===== src/rtl/imm_chunker.sv =====
// imm_chunker: splits a signed constant into a stream of immediate chunks.
// The decoder rebuilds the constant by sign-extending the first chunk, then
// shifting left 8 and OR-ing in the low byte of each later chunk.
//
// Ports
//   i_clk, i_rst_n            clock, async active-low reset
//   i_value, i_valid, o_ready constant to encode, offered / accepted
//   o_immRaw, o_immSel        current chunk field and type (00 none, 01 I, 10 J)
//   o_valid, i_ready          chunk valid / downstream accept
//   o_last, o_chunkCount      final-chunk marker, chunks in this word (1..4)
module imm_chunker #(
  parameter int DATA_WIDTH    = 36,
  parameter int SELECT_WIDTH  = 2,
  parameter int IMM_MAX_WIDTH = 14,
  parameter int I_IMM_WIDTH   = 8,
  parameter int J_IMM_WIDTH   = 14
) (
  input  logic                     i_clk,
  input  logic                     i_rst_n,
  input  logic [DATA_WIDTH-1:0]    i_value,
  input  logic                     i_valid,
  output logic                     o_ready,
  output logic [IMM_MAX_WIDTH-1:0] o_immRaw,
  output logic [SELECT_WIDTH-1:0]  o_immSel,
  output logic                     o_valid,
  input  logic                     i_ready,
  output logic                     o_last,
  output logic [2:0]               o_chunkCount
);

  // Two guard bits so every shifted J field can be read without running off the top.
  localparam int VW = DATA_WIDTH + 2;

  localparam logic [SELECT_WIDTH-1:0] IMMSEL_NONE   = 2'b00;
  localparam logic [SELECT_WIDTH-1:0] IMMSEL_I_TYPE = 2'b01;
  localparam logic [SELECT_WIDTH-1:0] IMMSEL_J_TYPE = 2'b10;

  typedef enum logic {IDLE, EMIT} state_t;

  typedef struct packed {
    logic [IMM_MAX_WIDTH-1:0] raw;
    logic [SELECT_WIDTH-1:0]  sel;
  } chunk_t;

  state_t                   state_q, state_d;
  logic [VW-1:0]            v_q, v_d;
  logic [1:0]               idx_q, idx_d;
  logic [2:0]               cnt_q, cnt_d;
  logic [IMM_MAX_WIDTH-1:0] raw_q, raw_d;
  logic [SELECT_WIDTH-1:0]  sel_q, sel_d;
  logic                     last_q, last_d;
  logic                     valid_q, valid_d;

  logic   fire, accept;
  chunk_t c;

  // True when v is representable as a w-bit two's-complement number.
  function automatic logic fits(input logic [VW-1:0] v, input int w);
    logic [VW-1:0] s;
    s = $signed(v) >>> (w - 1);
    return (&s) || (~|s);
  endfunction

  function automatic logic [2:0] count_of(input logic [VW-1:0] v);
    if (fits(v, J_IMM_WIDTH))                   return 3'd1;
    if (fits(v, J_IMM_WIDTH + I_IMM_WIDTH))     return 3'd2;
    if (fits(v, J_IMM_WIDTH + 2 * I_IMM_WIDTH)) return 3'd3;
    return 3'd4;
  endfunction

  // Chunk idx of a word with n chunks. Only the first chunk can be J type; a
  // single-chunk word is J only when it does not fit the narrower I field.
  function automatic chunk_t chunk_of(input logic [VW-1:0] v, input logic [2:0] n,
                                      input logic [1:0] idx);
    chunk_t        r;
    logic [2:0]    k;
    logic [VW-1:0] sh;
    r = '0;
    if (idx == 2'd0 && (n != 3'd1 || !fits(v, I_IMM_WIDTH))) begin
      sh    = v >> {n - 3'd1, 3'b000};
      r.raw = sh[IMM_MAX_WIDTH-1:0];
      r.sel = IMMSEL_J_TYPE;
    end else begin
      k     = n - 3'd1 - {1'b0, idx};
      sh    = v >> {k, 3'b000};
      r.raw = {{(IMM_MAX_WIDTH-I_IMM_WIDTH){1'b0}}, sh[I_IMM_WIDTH-1:0]};
      r.sel = IMMSEL_I_TYPE;
    end
    return r;
  endfunction

  assign fire    = valid_q && i_ready;
  assign o_ready = (state_q == IDLE) || (fire && last_q);
  assign accept  = i_valid && o_ready;

  always_comb begin
    state_d = state_q;
    v_d     = v_q;
    idx_d   = idx_q;
    cnt_d   = cnt_q;
    raw_d   = raw_q;
    sel_d   = sel_q;
    last_d  = last_q;
    valid_d = valid_q;
    c       = '0;
    if (accept) begin
      // A new word always wins; it also covers the back-to-back case where the
      // previous word's last chunk retires in this same cycle.
      v_d     = {{(VW-DATA_WIDTH){i_value[DATA_WIDTH-1]}}, i_value};
      cnt_d   = count_of(v_d);
      idx_d   = 2'd0;
      c       = chunk_of(v_d, cnt_d, 2'd0);
      raw_d   = c.raw;
      sel_d   = c.sel;
      last_d  = (cnt_d == 3'd1);
      valid_d = 1'b1;
      state_d = EMIT;
    end else if (fire && last_q) begin
      state_d = IDLE;
      idx_d   = 2'd0;
      cnt_d   = 3'd0;
      raw_d   = '0;
      sel_d   = IMMSEL_NONE;
      last_d  = 1'b0;
      valid_d = 1'b0;
    end else if (fire) begin
      idx_d  = idx_q + 2'd1;
      c      = chunk_of(v_q, cnt_q, idx_d);
      raw_d  = c.raw;
      sel_d  = c.sel;
      last_d = ({1'b0, idx_d} == cnt_q - 3'd1);
    end
  end

  always_ff @(posedge i_clk or negedge i_rst_n) begin
    if (!i_rst_n) begin
      state_q <= IDLE;
      v_q     <= '0;
      idx_q   <= '0;
      cnt_q   <= '0;
      raw_q   <= '0;
      sel_q   <= IMMSEL_NONE;
      last_q  <= 1'b0;
      valid_q <= 1'b0;
    end else begin
      state_q <= state_d;
      v_q     <= v_d;
      idx_q   <= idx_d;
      cnt_q   <= cnt_d;
      raw_q   <= raw_d;
      sel_q   <= sel_d;
      last_q  <= last_d;
      valid_q <= valid_d;
    end
  end

  assign o_immRaw     = raw_q;
  assign o_immSel     = sel_q;
  assign o_valid      = valid_q;
  assign o_last       = last_q;
  assign o_chunkCount = cnt_q;

endmodule


===== config.mk =====
export PLATFORM = sky130hd
export DESIGN_NAME = imm_chunker
export DESIGN_NICKNAME = d
export VERILOG_FILES = /design/src/rtl/imm_chunker.sv
export SDC_FILE = /design/constraint.sdc
export NUM_CORES = 1
export LEC_CHECK = 0
export CELL_PAD_IN_SITES_DETAIL_PLACEMENT = 1
export CELL_PAD_IN_SITES_GLOBAL_PLACEMENT = 1
export CORE_MARGIN = 2
export CORE_UTILIZATION = 51
export CTS_BUF_LIST = sky130_fd_sc_hd__clkbuf_4
export DETAILED_ROUTE_END_ITERATION = 10
export DONT_BUFFER_PORTS = 1
export PLACE_DENSITY = 0.94
export SLEW_MARGIN = 20
export SYNTH_ARGS = -nofsm -noshare
export SYNTH_HDL_FRONTEND = slang
export SYNTH_SLANG_ARGS = --single-unit

===== constraint.sdc =====
create_clock -name i_clk -period 6.4 [get_ports i_clk]
set_input_delay 1.6 -clock i_clk [delete_from_list [all_inputs] [get_ports i_clk]]
set_output_delay 1.6 -clock i_clk [all_outputs]
set_load 0.02 [all_outputs]

## Yosys cells after proc, flatten, opt, wreduce, memory -nomap -nowiden

Index checks and enable logic that the tools add are counted.

- Bits in registers: 59
- Input bits: 40

- Add/sub/neg operators: 4
- Equal/unequal tests: 4
- Shift operators: 3
- Mux-type cells: 34
- Bitwise logic cells: 1
- Reductions and logical operators: 32

Operator list:

| cell | count |
|---|---|
| $shr 38x6->14 | 2 |
| $mux 14 | 3 |
| $shr 38x6->8 | 1 |
| $mux 16 | 2 |
| $reduce_and 31->1 | 1 |
| $reduce_or 31->1 | 1 |
| $reduce_and 29->1 | 1 |
| $reduce_or 29->1 | 1 |
| $mux 3 | 9 |
| $reduce_and 23->1 | 1 |
| $reduce_or 23->1 | 1 |
| $reduce_and 15->1 | 1 |
| $reduce_or 15->1 | 1 |
| $mux 1 | 14 |
| $mux 2 | 6 |
| $logic_or 1x1->1 | 8 |
| $logic_not 1->1 | 7 |
| $reduce_and 7->1 | 1 |
| $reduce_or 7->1 | 1 |
| $ne 3x1->1 const B | 2 |
| $sub 3x1->3 const B | 2 |
| $logic_and 1x1->1 | 4 |
| $eq 2x3->1 | 1 |
| $eq 3x1->1 const B | 1 |
| 6 further kinds | 6 |

## Logic depth before layout (Yosys ltp)

Gate-level depths: netlist of the first run.

- Depth after elaboration: 18
- Depth in mapped cells: 15
- Gate-level depth less buffers: 10

## Least setup slack after synthesis of the first run

No wires, ideal clock.

- Kind: register -> register
- Start: reg cnt_q[0], in the netlist o_chunkCount[0]
- End: reg raw_q[0], in the netlist o_immRaw[0]
- Library setup time: 0.130 ns
- Arrival time: 4.486 ns
- Required time: 6.270 ns
- Setup slack: 1.784 ns
- Stages on the path, launching flop included: 15
- Path buffers: 5
- Clock period less this slack: 4.616 ns
- Path through: dfrtp_1 buf_1 clkbuf_1 inv_1 ha_1 clkbuf_1 clkbuf_1 inv_1 fa_1 clkbuf_1 mux4_2 a21oi_1 mux2i_1 a221oi_1 a21oi_1

- Cells in the longest elaborated chain, start to end: 7

RTL lines:

| what | RTL line | RTL |
|---|---|---|
| from (decl) | 48 | `logic [2:0] cnt_q, cnt_d;` |
| from (signal assigned) | 149 | `cnt_q <= cnt_d;` |
| $sub 3x1->3 or $ne 3x1->1 (tied branches) | 80, 84, 79 |  |
| $sub 3x2->3 or $logic_or 1x1->1 (tied branches) | 84, 79 |  |
| $shr 38x6->8 or $logic_and 1x1->1 (tied branches) | 85, 79 |  |
| $mux 16 * | 79 | `if (idx == 2'd0 && (n != 3'd1 \|\| !fits(v, I_IMM_WIDTH))) begin` |
| $mux 14 * | 126 | `end else if (fire) begin` |
| $mux 14 * | 118 | `end else if (fire && last_q) begin` |
| $mux 14 * | 106 | `if (accept) begin` |
| to (signal assigned) | 150 | `raw_q <= raw_d;` |
| to (decl) | 49 | `logic [IMM_MAX_WIDTH-1:0] raw_q, raw_d;` |

Every way passes the cells marked *; elsewhere a longest branch is shown, timed or not. The select of a mux whose other input is x is not followed.
A chain may end at the register's enable or synchronous reset.

## Worst setup path after layout of the first run

- Start: in i_value[32]
- End: reg raw_q[10], in the netlist o_immRaw[10]

- Cells in the longest elaborated chain, start to end: 15

RTL lines:

| what | RTL line | RTL |
|---|---|---|
| from (decl) | 20 | `input logic [DATA_WIDTH-1:0] i_value,` |
| $reduce_or 7->1 | 61 | `return (&s) \|\| (~\|s);` |
| $logic_not 1->1 | 61 |  |
| $logic_or 1x1->1 | 61 |  |
| $mux 1 (2 in a row) | 67 | `if (fits(v, J_IMM_WIDTH + 2 * I_IMM_WIDTH)) return 3'd3;` |
| $mux 1 | 66 | `if (fits(v, J_IMM_WIDTH + I_IMM_WIDTH)) return 3'd2;` |
| $mux 1 | 106 |  |
| $mux 3 | 68 | `return 3'd4;` |
| $mux 3 | 67 |  |
| $mux 3 | 66 |  |
| $mux 3 | 106 |  |
| $sub 3x1->3 or $ne 3x1->1 (tied branches) | 80, 79 |  |
| $shr 38x6->14 or $logic_or 1x1->1 (tied branches) | n/a |  |
| $mux 16 * | 79 |  |
| $mux 14 * | 106 |  |

Marks and branches as above.

==> results by stage, run 1 <==
Outcome:
- The run finished with clean final reports.

STA:
- At the pin with the least slew margin, the transition time is 0.914 ns.
- The final period utilization is 0.725.
- The max-slew violation count is 0.
- After routing, the total negative slack on setup checks comes to 0 ns.
- The worst slew slack as a fraction of its limit is 0.389.
- For the final database, setup skew stands at 0.0125 ns.
- Timing would allow up to 0.216 GHz.
- Setup repair after global routing left no endpoint under its margin.
- The final setup violation count is 0.
- The final hold violation count was 0.
- The minimum clock period after layout is 4.64 ns.
- The worst-case setup margin in the final layout is 1.76 ns.

Worst hold path:
- The worst hold path cell count is 2.
- The worst hold path begins at v_q[1].
- The hold-critical path endpoint is v_q[1].
- In this run the worst hold path is classified as reg -> reg.

Clocking:
- The number of buffers created by CTS is 9.
- The clock tree synthesis step divided the H-tree into 3 levels.
- Counting every sink on the clock net gives 59.
- Post-CTS timing repair inserted 0 buffers for setup.
- The buffer cell driving the clock tree root is sky130_fd_sc_hd__clkbuf_4.
- The number of gates resized after CTS was 0.
- Clock-pin slew was measured on the worst setup and hold paths at 0.11 ns.
- Buffers inserted to repair hold after CTS numbered 0.
- The maximum count of clock buffers along a single path is 2.
- TritonCTS built the clock tree.
- The clock reaches the later pin of the worst-skew pair after 0.44 ns.

Global routing:
- The largest net degree at the start of global routing is 60.
- In the global route stage, overall resource usage came out at 0.355.
- The residual overflow from global routing is 0.
- The via count of the first global-routing pass came to 3947.
- The first global-routing pass estimated 22.6 mm of wire.
- The number of antenna violations at the first check in global routing is 0.

Floorplanning:
- The floorplan step defined a core boundary enclosing 7730 um^2.
- The die span in y is 93.3 um.
- The floorplan step defined a die boundary enclosing 8700 um^2.
- The die is 93.3 um wide.
- 62 I/O pins were placed.
- The floorplan has 32 rows.
- The initial cell density of the core is 0.526.

Worst setup path:
- The source of the worst register-to-register timing path is o_chunkCount[0].
- The number of buffers and inverters on the critical path is 0.
- At the worst endpoint, the arrival time is 4.97 ns.
- The critical path in this run is classified as in -> reg.
- The endpoint identified for the worst register-to-register timing path is o_immRaw[0].
- The worst setup slack for register-to-register paths is 2.17 ns.
- The worst stage delay on the critical path is 0.78 ns.
- STA classifies the critical path startpoint as a primary input.
- For the worst setup path, the data required time is 6.73 ns.
- The critical path capture point type is a flip-flop.
- The category of cells accounting for the largest share of critical-path delay is compound AO/OA/AOI/OAI gates.
- The standard cell with the maximum stage delay on the critical path is sky130_fd_sc_hd__ha_1.
- The top fanout value on the critical path is 17.
- Walking the worst path, the cells encountered are or4_4 > nor4_4 > nor2_1 > o211ai_2 > ha_1 > mux4_1 > a21o_1.
- The number of cells on the worst reg-to-reg path is 10.

Finish:
- Counting the fill cells in the layout gives 863.
- The growth of design area from synthesis to finish is 4.68%.
- Measured on the finished design, the core utilization comes to 0.551.
- The layout cell share with drive strength beyond 1 is 0.147.
- The final standard cell count with taps included and fillers excluded is 517.
- In the final layout, flip-flops and latches occupy 1480 um^2.
- In the final layout, the multi-input gates occupy 2460 um^2.
- The number of nets in the layout is 457.

Pwr:
- The maximum vdd ir drop is 0.000203 V.
- The power spent charging and discharging nets is 936 uW.
- The share of power burned in combinational logic is 0.428.
- The portion of total power attributed to the clock network is 0.140.
- The share of power burned in registers is 0.432.
- Summed over all cells, the static leakage comes to 1.87 nW.
- The cell-internal power is 1.02 mW.
- The power density relative to cell area is 460 nW/um^2.
- The share of total power consumed by net switching is 0.478.

Yosys:
- By area the synthesized netlist is led by sky130_fd_sc_hd__dfrtp_1 (36%), sky130_fd_sc_hd__nand2_1 (13%), sky130_fd_sc_hd__mux4_2 (12%), sky130_fd_sc_hd__mux4_1 (7.8%), sky130_fd_sc_hd__ha_1 (2.2%).
- The synthesized flop and latch total is 59.
- The mean post-synth cell area is 9.73 um^2.
- Counting flops with a built-in enable in the synthesized netlist gives 0.
- The leading register cell type out of synthesis is sky130_fd_sc_hd__dfrtp_1.
- In the synthesized netlist the async set-or-reset flop fraction comes to 1.00.
- The top-area cell type share of the netlist area is 0.363.
- Of all cell types, the one taking the most synthesized area is sky130_fd_sc_hd__dfrtp_1.
- The Yosys warning count is 0.
- The cell area after synthesis is 4070 um^2.
- The number of nets in the synthesized netlist is 466.
- The unique cell type count in the Yosys netlist is 52.
- Counting every instance in the synthesized netlist gives 418.
- The proportion of synthesized chip area in sequential cells is 0.363.

Route:
- In the routed design, unresolved DRC markers number 0.
- The number of DRC markers after the initial detailed-route iteration is 395.
- The wire length after detailed routing is 14.8 mm.
- The total iterations of the first detailed-routing run is 5.
- In this run the remaining antenna-violating nets after routing total 0.
- The detailed-route wire length per cell is 28.6 um.
- The routed via count is 3783.
- The via density per instance is 7.32.

Place:
- The count of buffers inserted at the top-level ports is 0.
- The congestion estimate from routability-driven global placement came to 0.908.
- The HPWL after detailed placement is 10.9 mm.
- The post-place setup slack is 1.35 ns.
- Including well taps, the total number of placed cells is 500.

Flow run:
- The number of violations of the max-capacitance limit is 0.
[layer usage]
layer / track usage / routed length, um / vias to the layer above / share of wire
li1: - / - / 1529 / -
met1: 0.431 / 5080 / 1861 / 0.34
met2: 0.580 / 7030 / 313 / 0.48
met3: 0.105 / 1870 / 80 / 0.13
met4: 0.174 / 811 / 0 / 0.055
met5: 0 / 0 / - / 0
[power by group through the flow]
stage                     Combinational [mW]  Sequential, mW  Clock, mW
after floorplan                        0.634           0.717          0
after global placement                 0.749           0.798          0
after detailed placement               0.818           0.831          0
after CTS                              0.825           0.823      0.271
after global routing                   0.905           0.853      0.287
final                                  0.839           0.846      0.274
[layout by cell type (no fill, tap or decap), drive strengths merged, types with 9 or more instances in the layout]
master and n:
mux4 35, a21oi 18, clkbuf 9, nand3 12, o21ai 9, nor4 12, nand4 15, dfrtp 59
nor2 22, nand2 137
[layout make-up]
| cell class | instances | area share |
|---|---|---|
| Multi-Input combinational cell | 328 | 0.578 |
| Sequential cell | 59 | 0.347 |
| Tap cell | 102 | 0.0300 |
| Clock inverter | 7 | 0.0162 |
| Clock buffer | 9 | 0.0159 |
| Inverter | 8 | 0.00705 |
| Timing Repair Buffer | 3 | 0.00529 |
| Antenna cell | 1 | 0.000588 |
[logic make-up after synthesis]
group / Yosys count / share of synthesized area
compound gates: 58 / 0.101
xor+xnor: 7 / 0.0151
fa+ha+maj: 8 / 0.0265
buf+inv: 31 / 0.0363
flops: 59 / 0.363
mux: 40 / 0.218
simple gates: 215 / 0.241
[per-stage QoR]
step           hold WS [ns]  cell area [um^2]  total power [mW]
4_1_cts               0.532              4250              1.92
3_5_place_dp          0.505              4110              1.65
5_1_grt               0.577              4250              2.04
3_3_place_gp          0.477              4110              1.55
6_report              0.527              4260              1.96
2_1_floorplan         0.457              4070              1.35
[synth_stat cells (all sizes together) (2+ instances only)]
master,count
nor2,22
or4,5
nand4,15
xnor2,6
and3,3
a22oi,2
dfrtp,59
a221oi,3
clkbuf,17
mux2i,5
a31oi,2
nand2,137
buf,6
a22o,6
a21o,7
nor4,12
ha,7
nand3,12
a21oi,18
a211oi,4
a41oi,2
inv,8
mux4,35
o21ai,9
nor3,3
[registers in the layout, indices dropped and copies added (netlist names)]
name,flops
o_immRaw,14
state_q,1
o_chunkCount,3
o_immSel,2
o_last,1
v_q,36
idx_q,2
[worst register-to-register path, delay by kind of cell, from the launching register on]
family | cells | cell delay, ns
fa+ha+maj | 2 | 1.78
flops | 1 | 0.34
mux | 2 | 0.72
buf+inv | 3 | 0.63
compound gates | 3 | 0.61
[worst max path at each step]
stage                         start      endpoint  slack (ns)  cells past startpoint
finish                  i_value[32]  o_immRaw[10]        1.76                      7
global route            i_value[32]  o_immRaw[10]        1.61                      7
CTS                     i_value[32]  o_immRaw[10]        1.77                      7
detailed placement      i_value[32]  o_immRaw[10]        1.35                      7
global placement        i_value[32]   o_immRaw[1]        1.64                      8
floorplan           o_chunkCount[0]   o_immRaw[0]        1.78                     14
No activity file was read; power rests on OpenSTA's default activity.
==> run 2: changes to the inputs <==
clock period = 4.65 ns   (was 6.4 ns; I/O delays follow)
==> results by stage, run 2 (synthesis gave the netlist of run 1 again) <==
Outcome:
- The run finished with clean final reports.

Finish:
- The most common cell after layout, fill and taps aside is sky130_fd_sc_hd__nand2_1.
- The number of nets in the layout is 462 (+1.1%).
- The number of flip-flops in the largest register is 36 (unchanged).
- The count of filler cells inserted in the layout came to 874 (+1.3%).
- The area of the multi-input gates was 2450 um^2 (-0.31%).
- The area growth from synthesis to layout is 6.12%.
- More flip-flops sit in one register than any other, and that register is v_q.
- The layout cell share with drive strength beyond 1 is 0.158 (+0.0102).
- The final antenna diode count is 0 (-1).
- The post-route standard cell area excluding fillers is 4320 um^2 (+1.4%).
- The area taken by flip-flops and latches is 1480 um^2 (unchanged).
- In the layout the commonest cells are sky130_fd_sc_hd__nand2_1 (136), sky130_fd_sc_hd__dfrtp_1 (59), sky130_fd_sc_hd__mux4_2 (22).

Route:
- The total DRC errors in the routed layout is 0 (unchanged).
- The number of DRC markers after the initial detailed-route iteration is 546 (+38%).
- The detailed-route wire length per cell came to 29.6 um (+3.6%).
- The via density per instance is 7.37 (+0.67%).
- The routed via count is 3838 (+1.5%).
- The wire length after detailed routing was 15.4 mm (+4.4%).
- The total iterations of the first detailed-routing run is 5 (unchanged).
- The number of routed nets with antenna violations is 0 (unchanged).

Worst setup path:
- The worst setup slack for register-to-register paths is 1.09 ns (-1.08 ns).
- The required time at the endpoint of the critical path came to 4.98 ns (-1.75 ns).
- The critical setup path kind is in -> reg.
- In this run the critical register-to-register path is launched from o_chunkCount[0].
- Among cell families on the critical path, the largest total delay comes from simple AND/OR/NAND/NOR gates.
- The worst setup path is captured at a flip-flop.
- For this design, the slowest cell found on the critical path is sky130_fd_sc_hd__or4_4.
- The top fanout value on the critical path was 9 (-8).
- The worst stage delay on the critical path is 0.53 ns (-0.25 ns).
- The worst-case reg-to-reg path depth came to 9 (-1).
- The data arrival at the endpoint of the critical path came to 4.06 ns (-0.91 ns).
- The critical path goes through or4_4 > nor4_4 > nor2_1 > o211ai_2 > buf_4 > inv_1 > ha_1 > xnor2_1 > and3b_1 > a31oi_1 > a41oi_1.
- The worst setup path is launched from a primary input.
- The worst register-to-register path ends at o_immRaw[0].
- The combined buffer and inverter count along the critical path is 2 (+2).

STA:
- The worst-case clock skew came to 0.0146 ns (+0.00213 ns).
- Setup repair after global routing left no endpoint under its margin.
- The final hold violation count is 0 (unchanged).
- The fmax is 0.268 GHz.
- The max-slew violation count is 0 (unchanged).
- The final hold slack is 0.380 ns (-0.147 ns).
- The final-layout setup total negative slack was 0 ns (unchanged).
- The worst slew slack as a fraction of its limit is 0.369 (-0.0200).
- The worst-case setup margin in the final layout is 0.918 ns (-0.842 ns).
- The final setup violation count is 0 (unchanged).
- After layout, the minimum clock period comes to 3.73 ns.
- The slew at the pin with the worst max-slew slack is 0.943 ns (+0.0293 ns).
- Of the available clock period, the critical path in the final layout requires 0.803.

Place:
- The HPWL after detailed placement is 10.9 mm (+0.23%).
- The post-place setup slack is 0.577 ns (-0.776 ns).
- The count of buffers inserted at the top-level ports is 0 (unchanged).
- The cell area reported after detailed placement was 4150 um^2 (+0.91%).
- The weighted congestion reported at the end of routability-driven placement came to 0.903 (-0.50%).

Worst hold path:
- In this run the worst hold path is classified as in -> async.

Global routing:
- The total global routing track utilization is 0.375 (+0.0193).
- The largest net degree at the start of global routing came to 60 (unchanged).
- The wire length of the first global-routing pass was 23.5 mm (+4.3%).
- The residual overflow from global routing was 0 (unchanged).
- The number of antenna violations at the first check in global routing came to 1 (+1).
- The via count of the first global-routing pass is 3987 (+1.0%).

Floorplanning:
- The area of the die is 8700 um^2 (unchanged).
- The die span in y is 93.3 um (unchanged).
- The number of primary I/O pins is 62 (unchanged).
- The number of rows created at floorplan is 32 (unchanged).
- The area inside the core boundary is 7730 um^2 (unchanged).
- The initial cell density of the core came to 0.526 (unchanged).
- The horizontal die dimension is 93.3 um (unchanged).

Pwr:
- The static leakage is 1.91 nW (+1.9%).
- The total power is 2.80 mW (+43%).
- The power density relative to cell area came to 650 nW/um^2 (+41%).
- The maximum vdd ir drop is 0.000288 V (+42%).

Clocking:
- The post-CTS setup buffer count is 0 (unchanged).
- The post-cts gate resize count is 0 (unchanged).
- TritonCTS built the clock tree.
- The maximum count of clock buffers along a single path is 2 (unchanged).
- The worst-skew pair later-pin latency was 0.45 ns (about the same).
- The TritonCTS sink count is 59 (unchanged).
- The hold-fix buffer count after cts is 0 (unchanged).
- The number of buffers created by CTS is 9 (unchanged).
- The buffer cell driving the clock tree root is sky130_fd_sc_hd__clkbuf_4.
- The count of H-tree levels built during CTS is 3 (unchanged).
- The clock transition time at the flip-flop clock pins of the worst setup and hold paths is 0.13 ns (+0.02 ns).

Flow run:
- The number of violations of the max-capacitance limit is 0 (unchanged).
[run 2: changes by cell type in the layout (fill, tap and decap cells not counted)]
cell	previous run	this run
sky130_fd_sc_hd__buf_4	3	8
sky130_fd_sc_hd__inv_6	0	2
sky130_fd_sc_hd__bufinv_16	1	2
sky130_fd_sc_hd__clkinv_1	1	0
sky130_fd_sc_hd__clkinv_2	1	0
sky130_fd_sc_hd__clkinvlp_4	4	3
sky130_fd_sc_hd__diode_2	1	0
sky130_fd_sc_hd__xnor2_1	5	6
sky130_fd_sc_hd__xnor2_2	1	0
[run 2: metal layers]
layer  up-vias  track usage  share of wire
met2       331        0.588           0.47
li1       1532            -              -
met4         2        0.239          0.073
met5         -            0        0.00084
met1      1877        0.455           0.34
met3        96        0.105           0.12
[run 2: layout make-up]
| class | instances | share of cell area |
|---|---|---|
| timing repair buffer | 8 | 0.0139 |
| inverter | 8 | 0.00696 |
| clock inverter | 7 | 0.0232 |
| clock buffer | 9 | 0.0157 |
| tap | 102 | 0.0296 |
| sequential | 59 | 0.342 |
| multi-input combinational | 328 | 0.569 |
[run 2: through the flow]
stage | util | std cells
final | 0.558 | 521
after detailed placement | 0.537 | 505
after global routing | 0.558 | 521
after floorplan | - | 418
after global placement | 0.537 | 505
after CTS | 0.558 | 521
[run 2: how the worst max path moves through the flow]
| stage | slack (ns) | start | depth (start not counted) | end |
|---|---|---|---|---|
| 4_1_cts | 1.02 | i_value[32] | 9 | o_immRaw[5] |
| 3_3_place_gp | 0.73 | i_value[32] | 9 | o_immRaw[1] |
| 6_report | 0.92 | i_value[32] | 11 | o_immRaw[5] |
| 2_1_floorplan | 0.03 | o_chunkCount[0] | 14 | o_immRaw[0] |
| 3_5_place_dp | 0.58 | i_value[32] | 9 | o_immRaw[4] |
| 5_1_grt | 0.86 | i_value[32] | 9 | o_immRaw[5] |
[run 2: where the power goes]
group | internal, mW | switching (mW)
Combinational | 0.525 | 0.676
Clock | 0.221 | 0.246
Sequential | 0.730 | 0.407
[run 2: worst reg2reg max path, delay by kind of cell, from the launching register on]
kind / cells / cell delay (ns)
fa+ha+maj: 2 / 1.25
mux: 2 / 0.74
flops: 1 / 0.64
compound gates: 3 / 0.63
buf+inv: 2 / 0.19
==> run 3: changes to the inputs <==
CORE_UTILIZATION = 46   (was 51)
PLACE_DENSITY = 0.9   (was 0.94)
clock period = 3.15 ns   (was 4.65 ns; I/O delays follow)
==> results by stage, run 3 (synthesis gave the netlist of run 1 again) <==
Outcome:
- The flow ran to the end, and the final reports show no timing, DRC or antenna violations.

Finish:
- The library cell used most frequently in the layout, excluding fill and tap cells, is sky130_fd_sc_hd__nand2_1.
- The post-route standard cell area excluding fillers is 4450 um^2 (+3.1%).
- The number of flip-flops in the largest register is 36 (unchanged).
- Leaving out fill and tap cells, the most frequent cells in the layout are sky130_fd_sc_hd__nand2_1 (136), sky130_fd_sc_hd__dfrtp_1 (58), sky130_fd_sc_hd__mux4_2 (23).
- The growth of design area from synthesis to finish is 9.38%.
- The final antenna diode count is 0 (unchanged).
- The final standard cell count with taps included and fillers excluded is 538 (+3.3%).
- The core utilization of the finished layout is 0.515 (-0.0434).
- The layout cell share with drive strength beyond 1 is 0.198 (+0.0402).
- The number of nets in the layout was 473 (+2.4%).
- The count of filler cells inserted in the layout came to 986 (+13%).
- Ranked by flip-flop count, first place goes to v_q.

Clocking:
- The clock transition time at the flip-flop clock pins of the worst setup and hold paths is 0.11 ns (-0.02 ns).
- The buffer cell driving the clock tree root is sky130_fd_sc_hd__clkbuf_4.
- The TritonCTS sink count was 59 (unchanged).
- The post-cts gate resize count is 0 (unchanged).
- The post-CTS setup buffer count is 0 (unchanged).
- The number of buffers created by CTS is 9 (unchanged).
- The worst-skew pair later-pin latency is 0.43 ns (-0.02 ns).
- The hold-fix buffer count after cts is 0 (unchanged).
- TritonCTS built the clock tree.
- The maximum count of clock buffers along a single path was 2 (unchanged).
- The count of H-tree levels built during CTS came to 3 (unchanged).

Worst hold path:
- The class of the tightest hold or removal check is in -> async.

Worst setup path:
- The start point of the critical path is i_value[32].
- The critical setup path kind is in -> reg.
- The data arrival at the endpoint of the critical path is 3.27 ns (-0.79 ns).
- The required time at the endpoint of the critical path is 3.43 ns (-1.55 ns).
- The top fanout value on the critical path is 4 (-5).
- STA classifies the critical path endpoint as a flip-flop.
- The worst setup slack for register-to-register paths was 0.29 ns (-0.80 ns).
- The startpoint identified for the worst register-to-register timing path is o_chunkCount[1].
- The type of origin of the critical path is a primary input.

Global routing:
- The via count of the first global-routing pass is 3918 (-1.7%).
- The largest net degree at the start of global routing is 60 (unchanged).
- The residual overflow from global routing is 0 (unchanged).
- The number of antenna violations at the first check in global routing is 0 (-1).
- The total global routing track utilization came to 0.314 (-0.0604).
- The wire length of the first global-routing pass was 22.8 mm (-3.2%).

Place:
- The cell area reported after detailed placement is 4280 um^2 (+3.2%).
- The count of buffers inserted at the top-level ports is 0 (unchanged).
- The HPWL after detailed placement is 10.7 mm (-1.3%).
- The post-place setup slack is -0.197 ns (-0.774 ns).
- The cell count after placement came to 522 (+3.4%).
- The weighted congestion reported at the end of routability-driven placement came to 0.937 (+3.7%).

Floorplanning:
- The initial cell density of the core came to 0.471 (-0.0554).
- The number of primary I/O pins is 62 (unchanged).
- The number of rows created at floorplan is 34 (+6.3%).
- The die span in y is 98.0 um (+5.1%).
- The horizontal die dimension is 98.0 um (+5.1%).
- The area inside the core boundary is 8640 um^2 (+12%).
- The area of the die is 9610 um^2 (+10%).

Flow run:
- The number of violations of the max-capacitance limit came to 0 (unchanged).

STA:
- The minimum clock period after layout is 2.98 ns.
- The final setup violation count is 0 (unchanged).
- The max-slew violation count is 0 (unchanged).
- For this run, the top clock speed supported by timing is 0.335 GHz.
- The worst-case clock skew is 0.0140 ns (-0.000648 ns).
- The worst slew slack as a fraction of its limit came to 0.550 (+0.181).
- Setup repair after global routing left no endpoint under its margin.
- The final period utilization is 0.947.
- The final hold violation count is 0 (unchanged).
- The worst-case setup margin in the final layout was 0.166 ns (-0.752 ns).
- The slew at the pin with the worst max-slew slack came to 0.668 ns (-0.275 ns).

Route:
- The total DRC errors in the routed layout is 0 (unchanged).
- The routed via count is 3698 (-3.6%).
- The number of DRC markers after the initial detailed-route iteration is 374 (-32%).
- The wire length after detailed routing is 14.5 mm (-6.0%).
- The detailed-route wire length per cell is 27.0 um (-9.0%).
- The total iterations of the first detailed-routing run was 5 (unchanged).
- The via density per instance is 6.87 (-6.7%).
- The number of routed nets with antenna violations is 0 (unchanged).

Pwr:
- The cell-internal power is 2.23 mW (+51%).
- The maximum vdd ir drop is 0.000418 V (+45%).
- The share of total power consumed by net switching was 0.449 (-0.0253).
- The share of power burned in registers is 0.413 (+0.008).
- The static leakage is 1.97 nW (+3.6%).
- The portion of total power attributed to the clock network is 0.158 (-0.008).
- The power spent charging and discharging nets was 1.81 mW (+36%).
- The power density relative to cell area is 909 nW/um^2 (+40%).
- The share of power burned in combinational logic is 0.429 (about the same).
run 3: cell count changes in the layout (fill, tap and decap cells not counted), moves of 2 or more:
cell	change
sky130_fd_sc_hd__clkbuf_4	+2
sky130_fd_sc_hd__ha_1	-2
sky130_fd_sc_hd__inv_4	+2
sky130_fd_sc_hd__inv_6	-2
sky130_fd_sc_hd__buf_4	+11
sky130_fd_sc_hd__ha_4	+2
sky130_fd_sc_hd__inv_1	-2
sky130_fd_sc_hd__clkinvlp_4	-3
run 3: final cells by class:
class | instances | area, um^2 | share of cell area
multi-input combinational | 328 | 2500 | 0.561
sequential | 59 | 1480 | 0.332
timing repair buffer | 19 | 143 | 0.0321
tap | 108 | 135 | 0.0304
clock buffer | 11 | 82.6 | 0.0186
clock inverter | 5 | 77.6 | 0.0174
inverter | 8 | 35.0 | 0.00788
run 3: through the flow:
stage | hold slack [ns] | total power [mW] | TNS [ns]
5_1_grt | 0.0233 | 4.27 | 0
6_report | 0.0383 | 4.04 | 0
2_1_floorplan | 0.457 | 2.80 | -2.06
3_3_place_gp | 0.473 | 3.22 | -0.492
3_5_place_dp | 0.489 | 3.36 | -1.76
4_1_cts | 0.0315 | 4.02 | 0
run 3: per-layer routing:
layer | part of all wire | up-vias | global-route usage
met5 | 0 | - | 0
met4 | 0.042 | 0 | 0.109
met3 | 0.12 | 56 | 0.0974
met2 | 0.47 | 250 | 0.506
met1 | 0.37 | 1830 | 0.405
li1 | - | 1562 | -
run 3: worst paths after layout:
check,endpoint,cells after the start
min in group i_clk,v_q[35],2
worst min-delay path,idx_q[1],0
worst max-delay path,o_immRaw[5],10
worst min register to register,v_q[1],2
max in group asynchronous,v_q[28],0
worst max register to register,o_immRaw[2],9
run 3: power groups by stage:
stage	Combinational, mW	Sequential [mW]	Clock, mW
after global routing	1.90	1.70	0.665
after detailed placement	1.70	1.66	0
after CTS	1.73	1.65	0.645
after global placement	1.61	1.62	0
final	1.73	1.67	0.639
after floorplan	1.34	1.46	0
run 3: critical path: stages:
cell                       delay [ns]
sky130_fd_sc_hd__or4_4           0.53
sky130_fd_sc_hd__nor4_4          0.26
sky130_fd_sc_hd__nor2_2          0.14
sky130_fd_sc_hd__o211ai_4        0.27
sky130_fd_sc_hd__inv_1           0.14
sky130_fd_sc_hd__ha_1            0.28
sky130_fd_sc_hd__xnor2_2         0.18
sky130_fd_sc_hd__and3b_1         0.23
sky130_fd_sc_hd__a31oi_1         0.29
sky130_fd_sc_hd__a41oi_1         0.16
